===== config.mk =====
export PLATFORM = sky130hd
export DESIGN_NAME = fetch_branch_predictor
export DESIGN_NICKNAME = d
export VERILOG_FILES = /design/src/rtl/fetch_branch_predictor.sv
export SDC_FILE = /design/constraint.sdc
export NUM_CORES = 1
export LEC_CHECK = 0
export CORE_MARGIN = 2
export CORE_UTILIZATION = 49
export DETAILED_ROUTE_END_ITERATION = 10
export PLACE_DENSITY_LB_ADDON = 0.25
export SETUP_SLACK_MARGIN = 0.3
export SLEW_MARGIN = 20
export SYNTH_ARGS = -nofsm -noshare
export SYNTH_HDL_FRONTEND = slang
export SYNTH_SLANG_ARGS = --single-unit

===== constraint.sdc =====
create_clock -name i_clk -period 9.5 [get_ports i_clk]
set_clock_uncertainty 0.05 [all_clocks]
set_input_delay 1.425 -clock i_clk [delete_from_list [all_inputs] [get_ports i_clk]]
set_output_delay 1.425 -clock i_clk [all_outputs]
set_load 0.03 [all_outputs]

===== src/rtl/fetch_branch_predictor.sv =====
// fetch_branch_predictor: fetch PC generator with a 1-bit BHT and tagged BTB, enabled by BRANCH_PREDICT_EN.
// Without BRANCH_PREDICT_EN there is no table storage and fetch always predicts fall-through.
module fetch_branch_predictor #(
  parameter int          IDX_BITS = 6,
  parameter logic [31:0] RESET_PC = 32'h0000_0000
) (
  input  logic        i_clk,
  input  logic        i_reset,
  input  logic        i_stall_fetch,
  output logic [31:0] o_pc,
  output logic [31:0] o_pc_decode,
  output logic        o_pred_taken_decode,
  output logic [31:0] o_pred_target_decode,
  input  logic        i_ex_valid,
  input  logic        i_ex_is_branch,
  input  logic [31:0] i_ex_pc,
  input  logic        i_ex_taken,
  input  logic [31:0] i_ex_target,
  input  logic        i_ex_pred_taken,
  input  logic [31:0] i_ex_pred_target,
  output logic        o_flush_decode,
  output logic        o_flush_execute,
  output logic [31:0] o_branch_cnt,
  output logic [31:0] o_mispredict_cnt
);
  logic [31:0] pc_q, pc_d, pcd_q, pcd_d, ptg_q, ptg_d, bcnt_q, mcnt_q;
  logic [31:0] pc_inc, pred_nxt, redir;
  logic        ptk_q, ptk_d, pred_tk, mp, ex_br;
  assign pc_inc = pc_q + 32'd4;
  assign ex_br  = i_ex_valid && i_ex_is_branch;
  assign redir  = (i_ex_is_branch && i_ex_taken) ? i_ex_target : i_ex_pc + 32'd4;
`ifdef BRANCH_PREDICT_EN
  localparam int N  = 1 << IDX_BITS;
  localparam int TW = 30 - IDX_BITS;
  logic [N-1:0]        vld_q, hist_q;
  logic [TW-1:0]       tag_q [N];
  logic [31:0]         tgt_q [N];
  logic [IDX_BITS-1:0] lidx, widx;
  assign lidx     = pc_q[IDX_BITS+1:2];
  assign widx     = i_ex_pc[IDX_BITS+1:2];
  assign pred_tk  = vld_q[lidx] && (tag_q[lidx] == pc_q[31:IDX_BITS+2]) && hist_q[lidx];
  assign pred_nxt = pred_tk ? tgt_q[lidx] : pc_inc;
  assign mp = i_ex_valid && (i_ex_is_branch
              ? (i_ex_taken != i_ex_pred_taken) || (i_ex_taken && i_ex_target != i_ex_pred_target)
              : i_ex_pred_taken);
  always_ff @(posedge i_clk or posedge i_reset)
    if (i_reset) vld_q <= '0;
    else if (ex_br) vld_q[widx] <= 1'b1;
    else if (i_ex_valid && i_ex_pred_taken) vld_q[widx] <= 1'b0;
  // Payload needs no reset: an entry is only trusted once its valid bit is set.
  always_ff @(posedge i_clk)
    if (ex_br) begin
      tag_q[widx]  <= i_ex_pc[31:IDX_BITS+2];
      hist_q[widx] <= i_ex_taken;
      if (i_ex_taken) tgt_q[widx] <= i_ex_target;
    end
`else
  logic unused_pred;
  assign unused_pred = ^{i_ex_pred_taken, i_ex_pred_target};
  assign pred_tk  = 1'b0;
  assign pred_nxt = pc_inc;
  assign mp       = ex_br && i_ex_taken;
`endif
  always_comb begin
    pc_d  = mp ? redir : i_stall_fetch ? pc_q : pred_nxt;
    pcd_d = mp ? 32'd0 : i_stall_fetch ? pcd_q : pc_q;
    ptk_d = mp ? 1'b0 : i_stall_fetch ? ptk_q : pred_tk;
    ptg_d = mp ? 32'd0 : i_stall_fetch ? ptg_q : pred_nxt;
  end
  always_ff @(posedge i_clk or posedge i_reset)
    if (i_reset) begin
      pc_q   <= RESET_PC;
      pcd_q  <= '0;
      ptk_q  <= 1'b0;
      ptg_q  <= '0;
      bcnt_q <= '0;
      mcnt_q <= '0;
    end else begin
      pc_q   <= pc_d;
      pcd_q  <= pcd_d;
      ptk_q  <= ptk_d;
      ptg_q  <= ptg_d;
      bcnt_q <= bcnt_q + {31'd0, ex_br && !(&bcnt_q)};
      mcnt_q <= mcnt_q + {31'd0, mp && !(&mcnt_q)};
    end
  assign o_pc                 = pc_q;
  assign o_pc_decode          = pcd_q;
  assign o_pred_taken_decode  = ptk_q;
  assign o_pred_target_decode = ptg_q;
  assign o_flush_decode       = mp && !i_reset;
  assign o_flush_execute      = mp && !i_reset;
  assign o_branch_cnt         = bcnt_q;
  assign o_mispredict_cnt     = mcnt_q;
endmodule


==> qor.csv, run 1 <==
stage,metric,value,unit
logic_synthesis,synth_top_area_frac,0.527,
logic_synthesis,syn_inst,744,
finish,area_growth,35.8,%
logic_synthesis,synth_xor_area_frac,0.134,
finish,register_area,3950,sq um
logic_synthesis,synth_top_family_by_area,simple AND/OR/NAND/NOR gates,
drt,vias_per_cell,5.37,
logic_synthesis,synth_fa_ha_area_frac,0.00833,
global_routing,met1_usage,0.312,
sta,finalHoldViolCount,0,
clocking,clk-insertion-delay-late,420,ps
finish,design_area,10200,sq um
floorplanning,die_w,128,microns
setup_path,endpoint_kind,output pin,
finish,fillers,1184,
power_and_ir_drop,peakVddDrop,0.144,mV
drt,first_iter_violations,394,
clocking,cts_buffers,17,
status,outcome,"complete, no violations",
placed_design,hpwl,12600,microns
global_routing,grt_use_met3,0.0705,
clocking,cts.reportedPaths.clkPinSlew,60,ps
sta,slew_headroom,0.382,
setup_path,cp.arrival,3170,ps
hold_path,hold_path.class,reg2reg,
logic_synthesis,muxShareOfSynthArea,0.0440,
power_and_ir_drop,power_density,231,nW/um^2
logic_synthesis,ys_ff_latch,158,
logic_synthesis,avgSynthCellArea,10.1,sq um
logic_synthesis,yosysTopAreaCell,dfrtp_1,
setup_path,critPathRequiredTime,8030,ps
setup_path,crit_type,in2out,
clocking,root_buffer,clkbuf_16,
drt,first_pass_iters,4,
finish,fin_util,0.676,
finish,diodes,0,
floorplanning,pin_count,266,
sta,max_freq,215,MHz
sta,tightest_slew,927,ps
logic_synthesis,mappedNetlistArea,7510,sq um
logic_synthesis,synth.distinct_cells,36,
drt,ant_nets,0,
placed_design,place_area,9550,sq um
drt,drcViolationCount,0,
logic_synthesis,synthTopCellsByArea,"dfrtp_1 (53%), xnor2_1 (8.4%), xor2_1 (5.0%)",
logic_synthesis,synth_compound_area_frac,0.0583,
finish,multiInputGateArea,3300,sq um
clocking,clockBufferDepth,2,
sta,tns,0,ps
placed_design,place_inst,1089,
floorplanning,start_util,0.497,
setup_path,ff2ff_path_depth,11,
setup_path,path_max_fanout,36,
global_routing,met2_usage,0.368,
global_routing,grt_pass1_vias,5745,
hold_path,holdPathStages,1,
drt,vias,6015,
finish,fin_cells,1121,
finish,drive_above_1_share,0.0514,
finish,nets,1028,
sta,fin_crit_sh,0.489,
global_routing,track_usage,0.235,
placed_design,port_buffers,199,
floorplanning,design.die.area,16300,sq um
drt,avgRoutedWirePerCell,16.7,microns
clocking,cts_tree,done,
floorplanning,rows,45,
floorplanning,fp.dieH,128,microns
logic_synthesis,ys_warn_count,0,
sta,final.min_clock_period,4650,ps
setup_path,startpoint_type,primary input,
global_routing,grt_pass1_wl,30100,microns
logic_synthesis,synthSimpleGateAreaFrac,0.194,
clocking,cts_resized,0,
clocking,post_cts_buffers,0,
power_and_ir_drop,finalPower,0.00235,W
floorplanning,core_area,15100,sq um
logic_synthesis,synth_nets,852,
sta,setup_violations,0,
run,max_cap_violations,0,
global_routing,gr-total-overflow,0,
global_routing,busiest_layer,met2,
global_routing,antenna_found_initial,0,
drt,drt_wl_total,18700,microns
clocking,htree_levels,4,
sta,rsz0062_at_grt,no,
power_and_ir_drop,p_leak,4.36,nW
global_routing,grt_max_degree,99,
clocking,cts_sinks,158,
sta,slew_viol_final,0,
placed_design,gp_congestion,0.791,
logic_synthesis,seq_area_frac_synth,0.527,
clocking,hold_buffers,0,
[per-stage QoR]
step	hold slack, ps	worst slack [ps]
after floorplan	609	3760
after global placement	428	4850
after detailed placement	430	4840
after CTS	441	4820
after global routing	450	4750
final	437	4850
[layout make-up]
cell class / count / area share
well taps: 188 / 0.0231
clock inverters: 14 / 0.0212
multi-input cells: 530 / 0.324
flip-flops and latches: 158 / 0.388
repair buffers: 202 / 0.197
inverters: 11 / 0.00454
clock buffers: 18 / 0.0421
[worst paths after layout]
check / endpoint / start / slack [ps]
setup reg to reg: o_branch_cnt[22] / o_branch_cnt[13] / 6430
max in group asynchronous: o_pc[25] / i_reset / 6550
min in group asynchronous: o_mispredict_cnt[27] / i_reset / 1540
hold reg to reg: o_branch_cnt[24] / o_branch_cnt[24] / 440
hold / removal: o_branch_cnt[24] / o_branch_cnt[24] / 440
setup / recovery: o_flush_decode / i_ex_valid / 4850
[logic make-up (layout without fill, tap and decap cells)]
| kind of cell | Yosys count | in the layout |
|---|---|---|
| AND/OR/NAND/NOR | 291 | 291 |
| flip-flops | 158 | 158 |
| AO/OA/AOI/OAI | 85 | 85 |
| adder cells (fa/ha/maj) | 5 | 5 |
| buffers and inverters | 56 | 245 |
| XOR/XNOR | 115 | 115 |
| other | 1 | 1 |
| multiplexers | 33 | 33 |
[where the power goes]
group          total (W)  switching [W]  internal [W]  leakage, nW
clock network   0.000745       0.000278      0.000467        0.303
logic           0.000695       0.000401      0.000294         2.04
registers       0.000914       0.000132      0.000782         2.01
total            0.00235       0.000811       0.00154         4.36
[flip-flops by register name, indices dropped and copies added (netlist names)]
signal                flops
o_branch_cnt             32
o_mispredict_cnt         32
o_pc                     32
o_pc_decode              32
o_pred_target_decode     30
[placed cells by master (no fill, tap or decap), drive strengths merged, types with 25 or more instances in the layout]
| cell | count |
|---|---|
| xor2 | 43 |
| o21ai | 48 |
| a21oi | 32 |
| clkdlybuf4s50 | 198 |
| nand2 | 67 |
| nand3 | 37 |
| xnor2 | 72 |
| mux2i | 33 |
| nor2 | 83 |
| and3 | 25 |
| dfrtp | 158 |
[critical path, cell delays in order]
cell and delay [ps]:
clkdlybuf4s50_1 500, nand3_1 110, buf_4 270, nor2_1 170, clkdlybuf4s50_1 690
[cell usage after synthesis]
library cell  count
xor2_1           43
buf_2            12
nand3_1          35
xnor2_1          72
o211a_1           1
buf_1             2
ha_1              5
nor2b_1           3
clkbuf_1         25
nor3_2            5
o21ai_0          46
and2_1            5
nand2_1          67
nor4_1            9
or4_1             1
nor2_1           83
mux2i_1          33
a41oi_1           1
nor4b_1           1
nand4_1          24
nor3b_1           1
nor3_1           15
conb_1            1
a31oi_1           3
and3_1           25
or4_4             1
or3_1             4
inv_1            11
nor4_2            3
and4_1            7
nand3_2           2
dfrtp_1         158
o21ai_1           2
a21oi_1          32
buf_6             2
buf_4             4
[metal layers]
metal  share of wire  vias up
li1                -     2883
met1            0.44     2935
met2            0.47      174
met3           0.067       23
met4           0.023        0
met5               0        -
(Power assumes the default switching activity.)
==> run 2, diff against run 1 <==
--- a/config.mk
+++ b/config.mk
@@ -6,7 +6,7 @@
 export NUM_CORES = 1
 export LEC_CHECK = 0
 export CORE_MARGIN = 2
-export CORE_UTILIZATION = 49
+export CORE_UTILIZATION = 41
 export DETAILED_ROUTE_END_ITERATION = 10
 export PLACE_DENSITY_LB_ADDON = 0.25
 export SETUP_SLACK_MARGIN = 0.3
==> constraint.sdc (replaced) <==
create_clock -name i_clk -period 3.9 [get_ports i_clk]
set_clock_uncertainty 0.05 [all_clocks]
set_input_delay 0.585 -clock i_clk [delete_from_list [all_inputs] [get_ports i_clk]]
set_output_delay 0.585 -clock i_clk [all_outputs]
set_load 0.03 [all_outputs]
==> run 2 against run 1 <==
Net effect:
- die area rose by 19%
- critical path depth is 5 higher
- setup slack worse by 4000 ps
- first-iteration DRC count down 27%
- clock power is 110% higher
- sequential power increased by 140%
- total power rose by 130%
==> qor.csv, run 2 (same netlist as run 1, synthesis figures left out) <==
stage,metric,value,unit,change
clocking,cts_buffers,17,,unchanged
global_routing,gr-total-overflow,0,,unchanged
floorplanning,die_w,139,microns,was 128 microns
setup_path,endpoint_kind,register,,was output pin
sta,max_freq,330,MHz,
power_and_ir_drop,p_leak,4.34,nW,was 4.36 nW
sta,tightest_slew,969,ps,was 927 ps
sta,fin_crit_sh,0.777,,
global_routing,grt_max_degree,159,,was 99
clocking,htree_levels,4,,unchanged
floorplanning,fp.dieH,139,microns,was 128 microns
clocking,cts_sinks,158,,unchanged
power_and_ir_drop,pwr-share-seq,0.404,,was 0.388
hold_path,hold_path.class,reg2reg,,unchanged
floorplanning,design.die.area,19400,sq um,"was 16,300 sq um"
sta,setup_violations,0,,unchanged
run,max_cap_violations,0,,unchanged
setup_path,cp.arrival,3320,ps,was 3170 ps
power_and_ir_drop,p_clk_frac,0.291,,was 0.316
drt,drcViolationCount,0,,unchanged
sta,rsz0062_at_grt,no,,unchanged
drt,ant_nets,0,,unchanged
drt,drt_wl_total,19400,microns,"was 18,700 microns"
finish,layout_common_cells,"clkdlybuf4s50_1 (196), dfrtp_1 (158), nor2_1 (83)",,"was clkdlybuf4s50_1 (198), dfrtp_1 (158), nor2_1 (83)"
floorplanning,start_util,0.418,,was 0.497
sta,tns,0,ps,unchanged
power_and_ir_drop,peakVddDrop,0.378,mV,was 0.144 mV
global_routing,grt_pass1_vias,5830,,"was 5,745"
setup_path,crit_type,reg2reg,,was in2out
finish,diodes,0,,unchanged
clocking,clockBufferDepth,2,,unchanged
global_routing,track_usage,0.201,,was 0.235
global_routing,antenna_found_initial,0,,unchanged
sta,finalHoldViolCount,0,,unchanged
drt,first_pass_iters,5,,was 4
finish,register_area,3950,sq um,unchanged
power_and_ir_drop,internal_power,0.00354,W,was 0.00154 W
placed_design,gp_congestion,0.797,,was 0.791
placed_design,port_buffers,199,,unchanged
clocking,post_cts_buffers,0,,unchanged
finish,area_growth,35.7,%,was 35.8%
setup_path,critPathRequiredTime,4190,ps,was 8030 ps
status,outcome,"complete, no violations",,unchanged
hold_path,holdPathStages,1,,unchanged
floorplanning,pin_count,266,,unchanged
drt,avgRoutedWirePerCell,16.7,microns,about the same
power_and_ir_drop,power_density,542,nW/um^2,was 231 nW/um^2
clocking,clk-insertion-delay-late,420,ps,about the same
clocking,hold_buffers,0,,unchanged
floorplanning,core_area,18000,sq um,"was 15,100 sq um"
drt,vias,5914,,"was 6,015"
power_and_ir_drop,power_switching_share,0.358,,was 0.345
power_and_ir_drop,switching_power,0.00198,W,was 0.000811 W
setup_path,ff2ff_path_depth,10,,was 11
drt,vias_per_cell,5.08,,was 5.37
finish,fillers,1619,,"was 1,184"
finish,fin_cells,1164,,"was 1,121"
sta,slew_headroom,0.354,,was 0.382
finish,nets,1030,,"was 1,028"
clocking,cts_tree,done,,unchanged
clocking,cts_resized,0,,unchanged
clocking,root_buffer,clkbuf_16,,unchanged
setup_path,path_max_fanout,8,,was 36
placed_design,place_inst,1132,,"was 1,089"
sta,final.min_clock_period,3030,ps,
finish,final_common_cell,clkdlybuf4s50_1,,unchanged
floorplanning,rows,49,,was 45
power_and_ir_drop,power_frac_comb,0.306,,was 0.295
global_routing,grt_pass1_wl,31400,microns,"was 30,100 microns"
sta,slew_viol_final,0,,unchanged
drt,first_iter_violations,289,,was 394
clocking,cts.reportedPaths.clkPinSlew,60,ps,about the same
finish,drive_above_1_share,0.0545,,was 0.0514
placed_design,hpwl,13400,microns,"was 12,600 microns"
finish,multiInputGateArea,3300,sq um,unchanged
setup_path,startpoint_type,register,,was primary input
==> run 2: cell types whose count changed in the layout (fill, tap and decap cells not counted) <==
cell	previous run	this run
bufinv_16	5	1
buf_4	4	7
clkbuf_8	0	2
clkdlybuf4s50_1	198	196
inv_6	2	4
buf_12	0	1
clkbuf_1	1	2
clkinv_4	2	1
==> run 2: path summary, 6_finish.rpt <==
path	slack (ps)	end	startpoint
hold reg to reg	450	o_branch_cnt[31]	o_branch_cnt[31]
max in group asynchronous	2380	o_pc_decode[23]	i_reset
setup reg to reg	870	o_branch_cnt[29]	o_branch_cnt[13]
setup / recovery	870	o_branch_cnt[29]	o_branch_cnt[13]
hold / removal	450	o_branch_cnt[31]	o_branch_cnt[31]
min in group asynchronous	660	o_mispredict_cnt[30]	i_reset
==> run 2: final cells by class <==
class	count	area share
clock inverters	11	0.0104
flip-flops and latches	158	0.388
inverters	11	0.00442
well taps	229	0.0281
multi-input cells	530	0.324
clock buffers	21	0.0452
repair buffers	204	0.200
==> run 2: worst max-delay path: stages, from the launching register on <==
cell	delay (ps)
dfrtp_1	430
and4_1	250
and3_1	270
and3_1	210
a31oi_1	160
ha_1	210
nand2_1	120
nor4_1	490
nand4_1	330
nor3_1	250
xor2_1	170
==> run 2: power groups by stage <==
stage                     Clock, W  Combinational, W  Sequential (W)
after floorplan                  0          0.000520         0.00268
after global placement           0           0.00168         0.00225
after detailed placement         0           0.00170         0.00226
after CTS                  0.00164           0.00171         0.00223
after global routing       0.00171           0.00179         0.00228
final                      0.00160           0.00169         0.00223
==> run 2: per-layer routing <==
metal	wire [microns]	GRT usage
met2	9090	0.325
met4	175	0.0494
met1	8910	0.273
met3	1220	0.0526
met5	0	0
==> run 2: metrics by stage <==
stage	power, W	utilization	hold WS (ps)	setup slack [ps]	instance area, sq um
finish	0.00552	0.567	449	871	10200
global route	0.00578	0.567	461	554	10200
CTS	0.00557	0.567	452	894	10200
detailed placement	0.00396	0.536	438	625	9620
global placement	0.00393	0.536	428	687	9620
floorplan	0.00320	-	609	1060	7510
==> run 3, diff against run 2 <==
--- a/config.mk
+++ b/config.mk
@@ -6,7 +6,7 @@
 export NUM_CORES = 1
 export LEC_CHECK = 0
 export CORE_MARGIN = 2
-export CORE_UTILIZATION = 41
+export CORE_UTILIZATION = 46
 export DETAILED_ROUTE_END_ITERATION = 10
 export PLACE_DENSITY_LB_ADDON = 0.25
 export SETUP_SLACK_MARGIN = 0.3
==> constraint.sdc (replaced) <==
create_clock -name i_clk -period 3 [get_ports i_clk]
set_clock_uncertainty 0.05 [all_clocks]
set_input_delay 0.45 -clock i_clk [delete_from_list [all_inputs] [get_ports i_clk]]
set_output_delay 0.45 -clock i_clk [all_outputs]
set_load 0.03 [all_outputs]
==> run 3 against run 2 <==
Net effect:
- combinational power increased by 34%
- register-to-register slack got worse by 430 ps
- global-route usage is 3.1 points higher
- die area fell by 11%
- wire length grew 3.0%
- sequential power up 30%
- critical path depth grew 2
- core utilization grew 9.6 points
- largest power group unchanged
==> qor.csv, run 3 (same netlist as run 1, synthesis figures left out) <==
stage,metric,value,unit,change
drt,ant_nets,0,,unchanged
setup_path,path_max_fanout,4,,was 8
power_and_ir_drop,finalPower,0.00747,W,was 0.00552 W
global_routing,busiest_layer,met2,,unchanged
sta,finalHoldViolCount,0,,unchanged
floorplanning,pin_count,266,,unchanged
finish,layout_common_cells,"clkdlybuf4s50_1 (196), dfrtp_1 (151), nor2_1 (80)",,"was clkdlybuf4s50_1 (196), dfrtp_1 (158), nor2_1 (83)"
global_routing,gr-total-overflow,0,,unchanged
setup_path,critPathRequiredTime,3290,ps,was 4190 ps
drt,drcViolationCount,0,,unchanged
drt,first_iter_violations,264,,was 289
floorplanning,rows,46,,was 49
run,max_cap_violations,0,,unchanged
drt,drt_wl_total,20000,microns,"was 19,400 microns"
placed_design,port_buffers,199,,unchanged
global_routing,met2_usage,0.372,,was 0.325
clocking,clockBufferDepth,2,,unchanged
clocking,clk-insertion-delay-late,420,ps,about the same
drt,vias,6150,,"was 5,914"
sta,fin_crit_sh,0.852,,was 0.777
placed_design,gp_congestion,0.809,,was 0.797
setup_path,crit_type,reg2reg,,unchanged
finish,diodes,0,,unchanged
sta,final.min_clock_period,2560,ps,was 3030 ps
sta,rsz0062_at_grt,yes,,was no
floorplanning,core_area,15900,sq um,"was 18,000 sq um"
setup_path,endpoint_kind,register,,unchanged
sta,setup_violations,0,,unchanged
sta,fin_ws,444,ps,was 871 ps
finish,drive_above_1_share,0.102,,was 0.0545
status,outcome,"complete, no violations",,unchanged
global_routing,antenna_found_initial,0,,unchanged
drt,vias_per_cell,5.23,,was 5.08
global_routing,grt_max_degree,52,,was 159
power_and_ir_drop,peakVddDrop,0.487,mV,was 0.378 mV
power_and_ir_drop,p_leak,4.51,nW,was 4.34 nW
finish,final_common_cell,clkdlybuf4s50_1,,unchanged
clocking,cts_tree,done,,unchanged
drt,avgRoutedWirePerCell,17.0,microns,was 16.7 microns
placed_design,place_inst,1136,,"was 1,132"
clocking,cts.reportedPaths.clkPinSlew,60,ps,about the same
finish,fillers,1311,,"was 1,619"
sta,slew_headroom,0.526,,was 0.354
placed_design,hpwl,14100,microns,"was 13,400 microns"
finish,design_area,10600,sq um,"was 10,200 sq um"
power_and_ir_drop,power_density,706,nW/um^2,was 542 nW/um^2
global_routing,met1_usage,0.310,,was 0.273
clocking,cts_buffers,17,,unchanged
global_routing,grt_use_met3,0.0546,,was 0.0526
global_routing,grt_pass1_vias,6020,,"was 5,830"
clocking,htree_levels,4,,unchanged
global_routing,grt_pass1_wl,32200,microns,"was 31,400 microns"
floorplanning,design.die.area,17400,sq um,"was 19,400 sq um"
clocking,root_buffer,clkbuf_16,,unchanged
sta,tightest_slew,710,ps,was 969 ps
finish,area_growth,40.9,%,was 35.7%
sta,max_freq,391,MHz,was 330 MHz
clocking,hold_buffers,0,,unchanged
placed_design,place_area,9800,sq um,was 9620 sq um
finish,nets,1056,,"was 1,030"
global_routing,track_usage,0.232,,was 0.201
clocking,cts_sinks,158,,unchanged
placed_design,pre_cts_ws,-0.0571,ps,was 625 ps
sta,slew_viol_final,0,,unchanged
floorplanning,start_util,0.471,,was 0.418
finish,fin_cells,1177,,"was 1,164"
setup_path,cp.arrival,2850,ps,was 3320 ps
hold_path,hold_path.class,reg2reg,,unchanged
drt,first_pass_iters,4,,was 5
floorplanning,die_w,132,microns,was 139 microns
floorplanning,fp.dieH,132,microns,was 139 microns
setup_path,startpoint_type,register,,unchanged
-- run 3: cell types whose count changed in the layout (fill, tap and decap cells not counted), moves of 4 or more --
cell / delta
buf_4: +23
dfrtp_1: -7
dfrtp_2: +7
inv_6: -4
nor4_1: -4
-- run 3: repair_timing --
item,CTS,global route
buffers inserted,0,9
pin swaps,2,12
setup endpoints to repair,6,23
gates resized for setup,0,19
-- run 3: layer usage --
layer	routed length, microns	share of wire	up-vias
li1	-	-	2933
met1	8860	0.44	3024
met2	9620	0.48	169
met3	1110	0.056	24
met4	370	0.019	0
met5	0	0	-
-- run 3: power breakdown --
part	internal, W	switching [W]
logic	0.000962	0.00130
registers	0.00248	0.000419
clock network	0.00148	0.000831
-- run 3: cell type report --
type	instances	area [sq um]	share of cell area
timing repair buffer	230	2270	0.214
multi-input combinational	530	3400	0.322
clock buffer	26	499	0.0472
inverter	11	45.0	0.00426
sequential	158	3960	0.375
clock inverter	6	130	0.0123
tap	216	270	0.0256
-- run 3: worst max-delay path, stage by stage, from the launching register on --
cell and delay [ps]:
dfrtp_2 420, and4_4 200, and3_1 190, and3_4 190, a31oi_1 140, ha_2 220, buf_4 130, ha_4 150
nand3_2 100, nor2_4 150, nand4_1 210, nor2_1 170, xor2_1 160
-- run 3: through the flow --
step / utilization / hold WS (ps) / TNS [ps]
floorplan: - / 505 / 0
global placement: 0.615 / 422 / 0
detailed placement: 0.615 / 421 / -0.0571
CTS: 0.654 / 432 / 0
global route: 0.663 / 451 / 0
finish: 0.663 / 436 / 0
-- run 3: path summary, 6_finish.rpt --
check	depth (start not counted)	from	slack, ps	end
max	12	o_branch_cnt[13]	440	o_branch_cnt[26]
min reg2reg	1	o_branch_cnt[15]	440	o_branch_cnt[15]
max reg2reg	12	o_branch_cnt[13]	440	o_branch_cnt[26]
max in group asynchronous	3	i_reset	1610	o_pc_decode[16]
min in group asynchronous	2	i_reset	480	o_pred_target_decode[29]
min	1	o_branch_cnt[15]	440	o_branch_cnt[15]
